<file path="config.mk">
export PLATFORM = sky130hd
export DESIGN_NAME = cfg_lut_fabric
export DESIGN_NICKNAME = d
export VERILOG_FILES = /design/src/rtl/cfg_lut_fabric.sv
export SDC_FILE = /design/constraint.sdc
export NUM_CORES = 1
export LEC_CHECK = 0
export CORE_UTILIZATION = 30
export CTS_CLUSTER_DIAMETER = 50
export CTS_CLUSTER_SIZE = 30
export DETAILED_ROUTE_END_ITERATION = 12
export HOLD_SLACK_MARGIN = 0.15
export PLACE_DENSITY = 0.54
export SLEW_MARGIN = 20
export SYNTH_ARGS = -nofsm -noshare
export SYNTH_HDL_FRONTEND = slang
export SYNTH_SLANG_ARGS = --single-unit
</file>
<file path="constraint.sdc">
create_clock -name clk -period 7 [get_ports clk]
set_input_delay 0.7 -clock clk [delete_from_list [all_inputs] [get_ports clk]]
set_output_delay 0.7 -clock clk [all_outputs]
set_load 0.03 [all_outputs]
</file>
<file path="src/rtl/cfg_lut_fabric.sv">
// Bit-sliced LUT fabric: each slice has a 3-input sum LUT and carry LUT in a ripple chain.
// Config is streamed into a shadow store and committed atomically; FABRIC_CFG_BCAST_EN loads one slice image for all slices.
module cfg_lut_fabric #(
  parameter int WIDTH = 8,
  parameter int CFG_W = 8
) (
  input  logic             clk,
  input  logic             reset,
  input  logic             cfg_start,
  input  logic             cfg_valid,
  input  logic [CFG_W-1:0] cfg_data,
  output logic             cfg_ready,
  output logic             cfg_done,
  output logic             cfg_loaded,
  input  logic             in_valid,
  input  logic [WIDTH-1:0] In_1,
  input  logic [WIDTH-1:0] In_2,
  input  logic             cin,
  output logic             out_valid,
  output logic [WIDTH-1:0] Sum,
  output logic             Cout
);
  localparam int CFG_BITS = WIDTH * 16;
`ifdef FABRIC_CFG_BCAST_EN
  localparam int SHADOW_W = 16;
`else
  localparam int SHADOW_W = CFG_BITS;
`endif
  localparam int NBEATS = SHADOW_W / CFG_W;
  localparam int REPL   = CFG_BITS / SHADOW_W;
  localparam int CNT_W  = (NBEATS > 1) ? $clog2(NBEATS) : 1;

  typedef enum logic [1:0] {UNCFG, LOAD, RUN} state_t;

  state_t              state_q, state_d;
  logic [CNT_W-1:0]    cnt_q, cnt_d;
  logic [SHADOW_W-1:0] shadow_q, shadow_d;
  logic [CFG_BITS-1:0] active_q, active_d;
  logic                commit;
  logic                loaded_q, done_q, out_valid_q, cout_q;
  logic [WIDTH-1:0]    sum_q;
  logic [WIDTH-1:0]    sum_c;
  logic                cout_c;

  // A start pulse during LOAD outranks a coincident beat, so the final beat is dropped without commit.
  always_comb begin
    state_d  = state_q;
    cnt_d    = cnt_q;
    shadow_d = shadow_q;
    active_d = active_q;
    commit   = 1'b0;
    case (state_q)
      LOAD: begin
        if (cfg_start) begin
          cnt_d = '0;
        end else if (cfg_valid) begin
          shadow_d[int'(cnt_q) * CFG_W +: CFG_W] = cfg_data;
          if (cnt_q == CNT_W'(NBEATS - 1)) begin
            commit  = 1'b1;
            state_d = RUN;
            cnt_d   = '0;
          end else begin
            cnt_d = cnt_q + CNT_W'(1);
          end
        end
      end
      default: begin
        if (cfg_start) begin
          state_d = LOAD;
          cnt_d   = '0;
        end
      end
    endcase
    if (commit) begin
      active_d = {REPL{shadow_d}};
    end
  end

  // Ripple through the active configuration; index is {carry_in, In_2, In_1}.
  always_comb begin
    logic       c;
    logic [2:0] idx;
    c     = cin;
    sum_c = '0;
    for (int i = 0; i < WIDTH; i++) begin
      idx      = {c, In_2[i], In_1[i]};
      sum_c[i] = active_q[16 * i + int'(idx)];
      c        = active_q[16 * i + 8 + int'(idx)];
    end
    cout_c = c;
  end

  always_ff @(posedge clk) begin
    if (!reset) begin
      state_q     <= UNCFG;
      cnt_q       <= '0;
      shadow_q    <= '0;
      active_q    <= '0;
      loaded_q    <= 1'b0;
      done_q      <= 1'b0;
      out_valid_q <= 1'b0;
      sum_q       <= '0;
      cout_q      <= 1'b0;
    end else begin
      state_q  <= state_d;
      cnt_q    <= cnt_d;
      shadow_q <= shadow_d;
      active_q <= active_d;
      done_q   <= commit;
      if (commit) begin
        loaded_q <= 1'b1;
      end
      // Uses pre-edge active_q, so an operation on the commit edge sees the old config.
      if (in_valid && loaded_q) begin
        out_valid_q <= 1'b1;
        sum_q       <= sum_c;
        cout_q      <= cout_c;
      end else begin
        out_valid_q <= 1'b0;
      end
    end
  end

  assign cfg_ready  = (state_q == LOAD);
  assign cfg_done   = done_q;
  assign cfg_loaded = loaded_q;
  assign out_valid  = out_valid_q;
  assign Sum        = sum_q;
  assign Cout       = cout_q;
endmodule

</file>
==> metrics.md <==
| Metric | Value |
|---|---|
| Outcome | `finished, final reports clean` |
| Achievable Freq | `295 MHz` |
| Most frequent cells in the layout | `nor2_1 (323), dfxtp_1 (274), a211oi_1 (136)` |
| Fin crit share | `48.3%` |
| Die area | `between 30000 and 40000 um2` |
| Initial Util | `30.4%` |
| Setup violations, final | `0` |
| FF-to-FF setup slack | `3620 ps` |
| Crit path capture type | `register` |
| Reg2reg end | `active_q[91]` |
| 1st-pass router iterations | `5` |
| H-tree depth | `1` |
| Slew Limit Fails | `0` |
| Hold WC Path Type | `register to register` |
| Most used flip-flop cell after synthesis | `dfxtp_1` |
| RSZ-0062 raised after global routing | `false` |
| Post-Syn Area | `between 10000 and 15000 um2` |
| Clock share of power | `about 52%` |
| Post-synth cell types | `40` |
| Hold-fix buffers, CTS | `0` |
| Area of the multi-input gates | `4980 um2` |
| Detailed Place HPWL | `18.5 mm` |
| N_diodes | `0` |
| CP Data Arrival Time | `3830 ps` |
| Commonest non-fill, non-tap cell in the layout | `nor2_1` |
| Buffers on Ports | `42` |
| Ys async rst share | `0%` |
| Clk_skew | `9.09 ps` |
| CTS tree | `built` |
| Num CTS Buffers | `31` |
| CTS root buffer | `clkbuf_16` |
| Filler instances | `3597` |
| Wire length per cell | `roughly 17 um` |
| Synth Instances | `1184` |
| Synth top area share | `50.8%` |
| Placed instance area | `11600 um2` |
| Register area | `5490 um2` |
| Avg Cell Area, Syn | `9.12 um2` |
| Worst-Margin Slew | `1110 ps` |
| Grt ovf | `0` |
| Hold Path Depth | `2` |
| Post-synthesis sequential area ratio | `50.8%` |
| Setup TNS | `0 ps` |
| Post-route cell area | `12700 um2` |
| First-pass GRT wire length | `44.5 mm` |
| Pwr/cell area | `271 nW/um2` |
| Critical path cell sequence | `inv_1 > ha_1 > xnor2_1 > nand3_1 > nor4b_1 > a21oi_1 > a211oi_1` |
| Clk_lat worst skew | `550 ps` |
| Hold_sp | `shadow_q[2]` |
| Syn Nets | `1220` |
| Worst EP required | `7450 ps` |
| Top post-synthesis cells by area | `dfxtp_1 (51%), nor2_1 (11%), a211oi_1 (9.5%)` |
| Synth Area in Simple Gates | `19.0%` |
| Leakage | `roughly 4.4 nW` |
| Placed Cells | `approximately 1600` |
| Endpoint, Worst Hold | `shadow_q[2]` |
| EDFF count, synth | `0` |
| Adder-cell share of the synthesized area | `0.695%` |
| Setup Fix Bufs, Post-CTS | `0` |
| Yosys top cell by area | `dfxtp_1` |
| Finished Layout Cells | `1666` |
| Internal power | `approximately 2.7 mW` |
| Final wirelength | `28.2 mm` |
| Clock sink total | `roughly 270` |
| Nets | `1217` |
| Largest delay contributor family on the critical path | `simple AND/OR/NAND/NOR gates` |
| Final ANT Viol Nets | `0` |
| DRT iter0 DRCs | `around 620` |
| Crit Path Category | `register to register` |
| Largest family of logic cells by synthesized area | `simple AND/OR/NAND/NOR gates` |
| Synth warnings | `0` |
| Row count | `69` |
| Bufs and invs on worst path | `1` |
| NetSw | `762 uW` |
| Reg2reg path depth | `7` |
| Die H | `192 um` |
| DR vias | `8256` |
| Xor and xnor fraction of the mapped netlist area | `0.162%` |
| Syn-to-layout area delta | `17.6%` |
| Core area | `roughly 35000 um2` |
| Slowest CP cell | `xnor2_1` |
| Die width | `192 um` |
| Largest net degree at the start of global routing | `225` |
| Fin. Hold Viols | `0` |
| Slowest stage delay, CP | `approximately 700 ps` |
| Min cycle time layout | `3380 ps` |
| Post-synthesis mux area share | `10.2%` |
| # DRC | `0` |
| CP Launch Type | `register` |
| DR vias/cell | `4.96` |
| FF-to-FF Start | `cnt_q[0]` |
| Vias in the first global route | `7708` |
| Rel. slew slack | `26.1%` |
| Ports | `43` |
| Fin util | `35.8%` |
| Net Sw Frac | `22.1%` |
| Compound-Gate Fraction of Synth Area | `16.0%` |
| CTS clk-pin slew, worst paths | `around 60 ps` |
| Max cap viols | `0` |
| Sequential Power Share | `45.3%` |
| Layout cells sized above 1 | `8.46%` |
| Total GRT Usage | `15.5%` |
| Initial antenna violation count | `0` |
| Crit-path max FO | `16` |
| Logic pwr share | `around 2.8%` |
| CTS Buffer Depth | `3` |
| CTS resizes | `0` |
| #FFs+latches synth | `274` |
| Max VDD drop | `0.226 mV` |
| Gpl congestion | `about 0.79` |
[area by class of cell]
class | instances | area share (%)
multi-input cells | 819 | 39.2
inverters | 7 | 0.246
clock buffers | 32 | 6.22
clock inverters | 25 | 2.79
well taps | 461 | 4.54
repair buffers | 48 | 3.76
flip-flops and latches | 274 | 43.2
[state kept, by name (all words and copies together) (netlist names)]
| register | cells |
|---|---|
| cfg_done | 1 |
| state_q | 2 |
| out_valid | 1 |
| Sum | 8 |
| Cout | 1 |
| active_q | 128 |
| cfg_loaded | 1 |
| shadow_q | 128 |
| cnt_q | 4 |
[power by group through the flow]
stage	registers, mW	clock network (mW)	logic, mW
global placement	1.60	0	0.0990
CTS	1.56	1.82	0.0991
global route	1.56	1.89	0.104
floorplan	1.60	0	0.0470
finish	1.56	1.79	0.0975
detailed placement	1.60	0	0.0990
[worst max path at each step]
stage / start / cells past startpoint / to
2_1_floorplan: In_1[0] / 8 / Sum[7]
3_5_place_dp: In_1[0] / 9 / Sum[7]
4_1_cts: cnt_q[0] / 8 / active_q[30]
6_report: cnt_q[0] / 7 / active_q[91]
3_3_place_gp: In_1[0] / 9 / Sum[7]
5_1_grt: cnt_q[0] / 7 / active_q[91]
[worst register-to-register path: stages, from the launching register on]
cell,delay (ps)
dfxtp_1,590
inv_1,190
ha_1,290
xnor2_1,700
nand3_1,690
nor4b_1,460
a21oi_1,100
a211oi_1,260
[kinds of logic after synthesis]
group / after synthesis
simple gates: 484
flops: 274
compound gates: 260
buf+inv: 91
mux: 67
fa+ha+maj: 6
xor+xnor: 2
[cell usage after synthesis (all sizes together), types with 6 or more instances]
cell type,number
nor2b,18
dfxtp,274
inv,6
nor3,45
or3,6
clkbuf,79
mux2i,35
a211oi,136
nand3,9
mux4,32
nand2,52
a31oi,16
and2,12
a21oi,92
and3,8
ha,6
nor2,323
[routing by layer]
layer / vias to the layer above / global-route usage (%) / part of all wire, %
met2: 120 / 25.0 / 45
met3: 40 / 1.86 / 3.1
li1: 4193 / - / -
met4: 0 / 3.91 / 2.1
met5: - / 0 / 0
met1: 3903 / 21.9 / 49
[stage by stage]
step	total power, mW	worst slack (ps)	hold WS, ps
finish	3.45	3620	457
global route	3.56	3300	490
CTS	3.48	3620	459
detailed placement	1.70	3180	451
global placement	1.70	3250	445
floorplan	1.64	4190	437
Note: power is estimated with default switching activity, not from simulation.
==> variant 1: new RTL, same settings <==
Encoding of `state_t`: now one-hot (3 bits for 3 states).
--- a/src/rtl/cfg_lut_fabric.sv
+++ b/src/rtl/cfg_lut_fabric.sv
@@ -30,7 +30,7 @@
   localparam int REPL   = CFG_BITS / SHADOW_W;
   localparam int CNT_W  = (NBEATS > 1) ? $clog2(NBEATS) : 1;
 
-  typedef enum logic [1:0] {UNCFG, LOAD, RUN} state_t;
+  typedef enum logic [2:0] {UNCFG = 3'b001, LOAD = 3'b010, RUN = 3'b100} state_t;
 
   state_t              state_q, state_d;
   logic [CNT_W-1:0]    cnt_q, cnt_d;
Check against the original RTL: no difference found for any inputs over 4 cycles, from zero or initial values and one cycle with reset low; so few cycles prove little.
==> variant 1 against the unedited design <==
The flow now finishes with violations (DRC); sequential cell count increased by 1; setup slack got worse by 0.40 ns; die area increased by 1.4%; critical path depth unchanged; hold slack improved by 0.013 ns; non-clock buffer count decreased by 1; routed wire length increased by 2.6%; first-iteration DRC count increased by 0.81%; area after synthesis increased by 1.4%; power decreased by 2.0%; design area increased by 0.70%; critical endpoint is now active_q[102]$_SDFFE_PN0P_; largest cell class unchanged; highest routed layer unchanged.
==> variant 1: results <==
metrics = {
    "yosys": {
        "synthAdderAreaFrac_pct": 0.571,
        "synth-seq-area-share_pct": 50.3,
        "synthArstFlopShare_pct": 0,
        "synth-xor-area-share_pct": 0.240,
        "yosysUniqueCellTypes": 42,
        "synth_compound_area_share_pct": 13.6,
        "synthFlopType": "dfxtp_1",
        "ys_top_cells_by_area": "dfxtp_1, nor2_1, a211oi_1, mux2i_1, mux4_2",
        "synth.top_cells.by_count": "nor2_1, dfxtp_1, a211oi_1",
        "muxShareOfSynthArea_pct": 14.6,
    },
    "sta": {
        "skew_ns": 0.0174,
        "worst_slew_pin_slew_ns": 1.12,
    },
    "outcome": {
        "status": "finished with violations",
        "violations": "DRC",
    },
    "placement": {
        "dp_hpwl_um": 19200,
        "io_buffers": 42,
        "gp_congestion": 0.810,
    },
    "cells_and_area": {
        "nFillCells": 3720,
        "layout-drive-gt1-share_pct": 8.08,
        "fin_nets": 1189,
    },
    "power": {
        "leakagePower_nw": 4.52,
        "peakVddDrop_mv": 0.134,
    },
    "detailed_routing": {
        "wl_met3_um": 1020,
        "wirelength_met1_um": 13800,
        "routed_via_density": 5.07,
        "met2_length_um": 13100,
        "wirelength_um": 28900,
        "top_layer_used": "met4",
        "first_iter_violations": 626,
        "drtPass1Iterations": 11,
        "drc": 6,
    },
    "worst_hold_path": {
        "hold_path_class": "reg -> reg",
    },
    "grt": {
        "grt_start_max_net_pins": 191,
        "grt_pass1_wl_um": 45100,
        "grt_use_total_pct": 15.8,
        "first_global_vias": 7727,
    },
    "clock_tree": {
        "htree_levels": 1,
        "clk_path_buf_depth": 3,
        "numCtsBuffers": 29,
        "root_buffer": "clkbuf_16",
        "cts_hold_buf": 0,
        "clkTransAtPathRegs_ns": 0.07,
    },
    "critical_path": {
        "arrival_ns": 4.25,
        "max_stage_delay_ns": 0.88,
        "crit_fanout": 26,
        "critical_path.slowest_cell": "dfxtp_1",
    },
}
[variant 1: cell types whose count changed after synthesis, sizes merged, moves of 11 or more]
cell	before	now
a31oi	16	1
a21oi	92	68
nand2	52	33
nor2	323	308
mux2i	35	84
nor2b	18	1
and3	8	19
[variant 1: routing by layer]
metal,vias to the layer above,GRT usage [%]
met5,-,0
met4,0,5.53
met3,54,2.43
met2,142,25.3
met1,3988,21.7
li1,4126,-
[variant 1: path summary, 6_finish.rpt]
check                           from                    endpoint  slack [ns]  cells after the start
max reg2reg    cnt_q[0]$_SDFFE_PN0P_  active_q[102]$_SDFFE_PN0P_        3.22                      7
max            cnt_q[0]$_SDFFE_PN0P_  active_q[102]$_SDFFE_PN0P_        3.22                      7
min reg2reg  state_q[0]$_SDFFE_PN1P_     state_q[0]$_SDFFE_PN1P_        0.47                      2
min          state_q[0]$_SDFFE_PN1P_     state_q[0]$_SDFFE_PN1P_        0.47                      2
[variant 1: power breakdown]
group	internal [W]	leakage, nW	switching [W]
registers	0.00156	2.21	0.00000116
clock network	0.000991	0.531	0.000740
logic	0.0000262	1.78	0.0000532
total	0.00258	4.52	0.000795
[variant 1: cell families (layout without fill, tap and decap cells)]
group | count (synthesis) | in the layout
xor gates and xnor gates | 3 | 3
other | 0 | 1
DFF | 275 | 275
muxes | 116 | 116
buffers and inverters | 92 | 106
AOI/OAI and AO/OA | 218 | 218
adders and majority gates | 5 | 5
and+or+nand+nor | 453 | 453
[variant 1: area by class of cell]
class / count / area, um2 / area share [%]
antenna: 1 / 2.50 / 0.0196
inverter: 6 / 30.0 / 0.235
clock buffer: 30 / 729 / 5.71
clock inverter: 23 / 373 / 2.92
tap: 461 / 577 / 4.51
timing repair buffer: 47 / 458 / 3.58
sequential: 275 / 5510 / 43.1
multi-input combinational: 795 / 5110 / 40.0
[variant 1: metrics by stage]
stage                     cells  hold WS (ns)  setup slack, ns  total power (W)  area [um2]
after detailed placement   1584         0.460             3.13          0.00168       11700
final                      1638         0.470             3.22          0.00338       12800
after floorplan            1162         0.445             4.16          0.00164       11000
after global placement     1584         0.456             3.20          0.00168       11700
after CTS                  1637         0.472             3.35          0.00342       12800
after global routing       1637         0.485             2.90          0.00349       12800
[variant 1: critical path, delay by kind of cell (launching register included)]
| family | cells | cell delay (ns) |
|---|---|---|
| AND/OR/NAND/NOR | 4 | 1.96 |
| flip-flops | 1 | 0.88 |
| adder cells (fa/ha/maj) | 1 | 0.49 |
| AO/OA/AOI/OAI | 2 | 0.34 |
==> variant 2: new RTL, same flow settings <==
Without the edit above. The parameter `CFG_W` goes from 8 to 32.
--- a/src/rtl/cfg_lut_fabric.sv
+++ b/src/rtl/cfg_lut_fabric.sv
@@ -2,7 +2,7 @@
 // Config is streamed into a shadow store and committed atomically; FABRIC_CFG_BCAST_EN loads one slice image for all slices.
 module cfg_lut_fabric #(
   parameter int WIDTH = 8,
-  parameter int CFG_W = 8
+  parameter int CFG_W = 32
 ) (
   input  logic             clk,
   input  logic             reset,
Interface: changed (resized cfg_data); port bits go from 43 to 67. No check against the original RTL was run, so the function may have changed too.
==> variant 2 against the unedited design <==
Routed wire length is 0.23% higher; hold slack worse by 0.0080 ns; sequential cell count is 2 lower; setup slack better by 0.14 ns; design area is 2.1% lower; maximum frequency is 4.4% higher; power is 6.8% lower; area after synthesis is 3.9% lower; largest cell class unchanged; largest power group is now sequential cells.
==> variant 2: results <==
metrics = {
    "detailed_routing": {
        "wirelength_um": 28300,
        "routed_via_density": 5.07,
        "wl_met3_um": 1260,
        "wirelength_met1_um": 13600,
        "first_iter_violations": 507,
        "met2_length_um": 13000,
    },
    "yosys": {
        "ys_top_cells_by_area": "dfxtp_1, mux4_2, a22o_1, a21oi_1, nand3_1",
        "synth_warnings": 0,
        "synth-xor-area-share_pct": 0,
        "synthAdderAreaFrac_pct": 0.723,
        "synth_compound_area_share_pct": 20.2,
        "synthesis.nets": 1124,
        "muxShareOfSynthArea_pct": 8.34,
        "syn_area_per_cell_um2": 9.76,
        "synth-seq-area-share_pct": 52.5,
        "yosysUniqueCellTypes": 37,
    },
    "sta": {
        "skew_ns": 0.0176,
        "worst_slew_pin_slew_ns": 1.04,
    },
    "clock_tree": {
        "post_cts_buffers": 0,
        "numCtsBuffers": 29,
    },
    "worst_hold_path": {
        "holdPathStages": 1,
    },
    "grt": {
        "first_global_vias": 7752,
        "grt_use_total_pct": 16.1,
        "grt_start_max_net_pins": 98,
        "grt_pass1_wl_um": 45200,
        "antenna_found_initial": 0,
    },
    "critical_path": {
        "critical-path-top-delay-family": "multiplexers",
        "max_stage_delay_ns": 0.63,
        "crit_fanout": 7,
        "worstRegToRegCells": 6,
        "critical_path.slowest_cell": "mux4_1",
        "arrival_ns": 3.68,
    },
    "cells_and_area": {
        "layout-drive-gt1-share_pct": 9.80,
        "fin_nets": 1159,
        "nFillCells": 3344,
        "layoutNonFillerInstCount": 1570,
    },
    "outcome": {
        "status": "complete, no violations",
    },
    "power": {
        "peakVddDrop_mv": 0.154,
        "leakagePower_nw": 4.80,
    },
    "placement": {
        "io_buffers": 66,
        "dpl_cell_area_mm2": 0.0115,
        "gp_congestion": 0.738,
    },
}
-- variant 2: cell count changes after synthesis, moves of 24 or more --
cell,change
a21o_1,+37
nor3_1,-37
nand3_1,+78
and2_1,+24
nand2_1,+57
nor2_1,-246
a22o_1,+64
mux2i_1,-24
a211oi_1,-128
a21boi_0,+44
o21ai_0,+56
-- variant 2: power by group --
part	switching, W	total [W]	internal (W)
Clock	0.000696	0.00153	0.000839
Sequential	0.00000205	0.00155	0.00155
Combinational	0.0000756	0.000123	0.0000473
-- variant 2: stage by stage --
step / power (W) / setup slack (ns)
CTS: 0.00325 / 3.74
detailed placement: 0.00171 / 3.16
global route: 0.00332 / 3.61
global placement: 0.00171 / 3.23
finish: 0.00321 / 3.76
floorplan: 0.00164 / 4.19
-- variant 2: cell type report --
| cell class | count | area, um2 | area share [%] |
|---|---|---|---|
| multi-input combinational | 710 | 4670 | 37.6 |
| tap | 448 | 561 | 4.51 |
| timing repair buffer | 80 | 766 | 6.16 |
| clock inverter | 22 | 215 | 1.73 |
| clock buffer | 32 | 747 | 6.01 |
| inverter | 6 | 23.8 | 0.191 |
| sequential | 272 | 5450 | 43.8 |
-- variant 2: final timing paths --
| kind | startpoint | end | slack [ns] |
|---|---|---|---|
| worst max-delay path | In_1[0] | Sum[7]$_SDFFE_PN0P_ | 3.76 |
| worst min-delay path | active_q[68]$_SDFFE_PN0P_ | active_q[68]$_SDFFE_PN0P_ | 0.45 |
| worst min register to register | active_q[68]$_SDFFE_PN0P_ | active_q[68]$_SDFFE_PN0P_ | 0.45 |
| worst max register to register | state_q[0]$_SDFFE_PN0P_ | active_q[99]$_SDFFE_PN0P_ | 4.00 |
-- variant 2: metal layers --
layer,vias up,global-route usage [%]
met5,-,0
met4,0,4.16
met3,22,2.34
met2,159,25.5
met1,3908,22.8
li1,3876,-
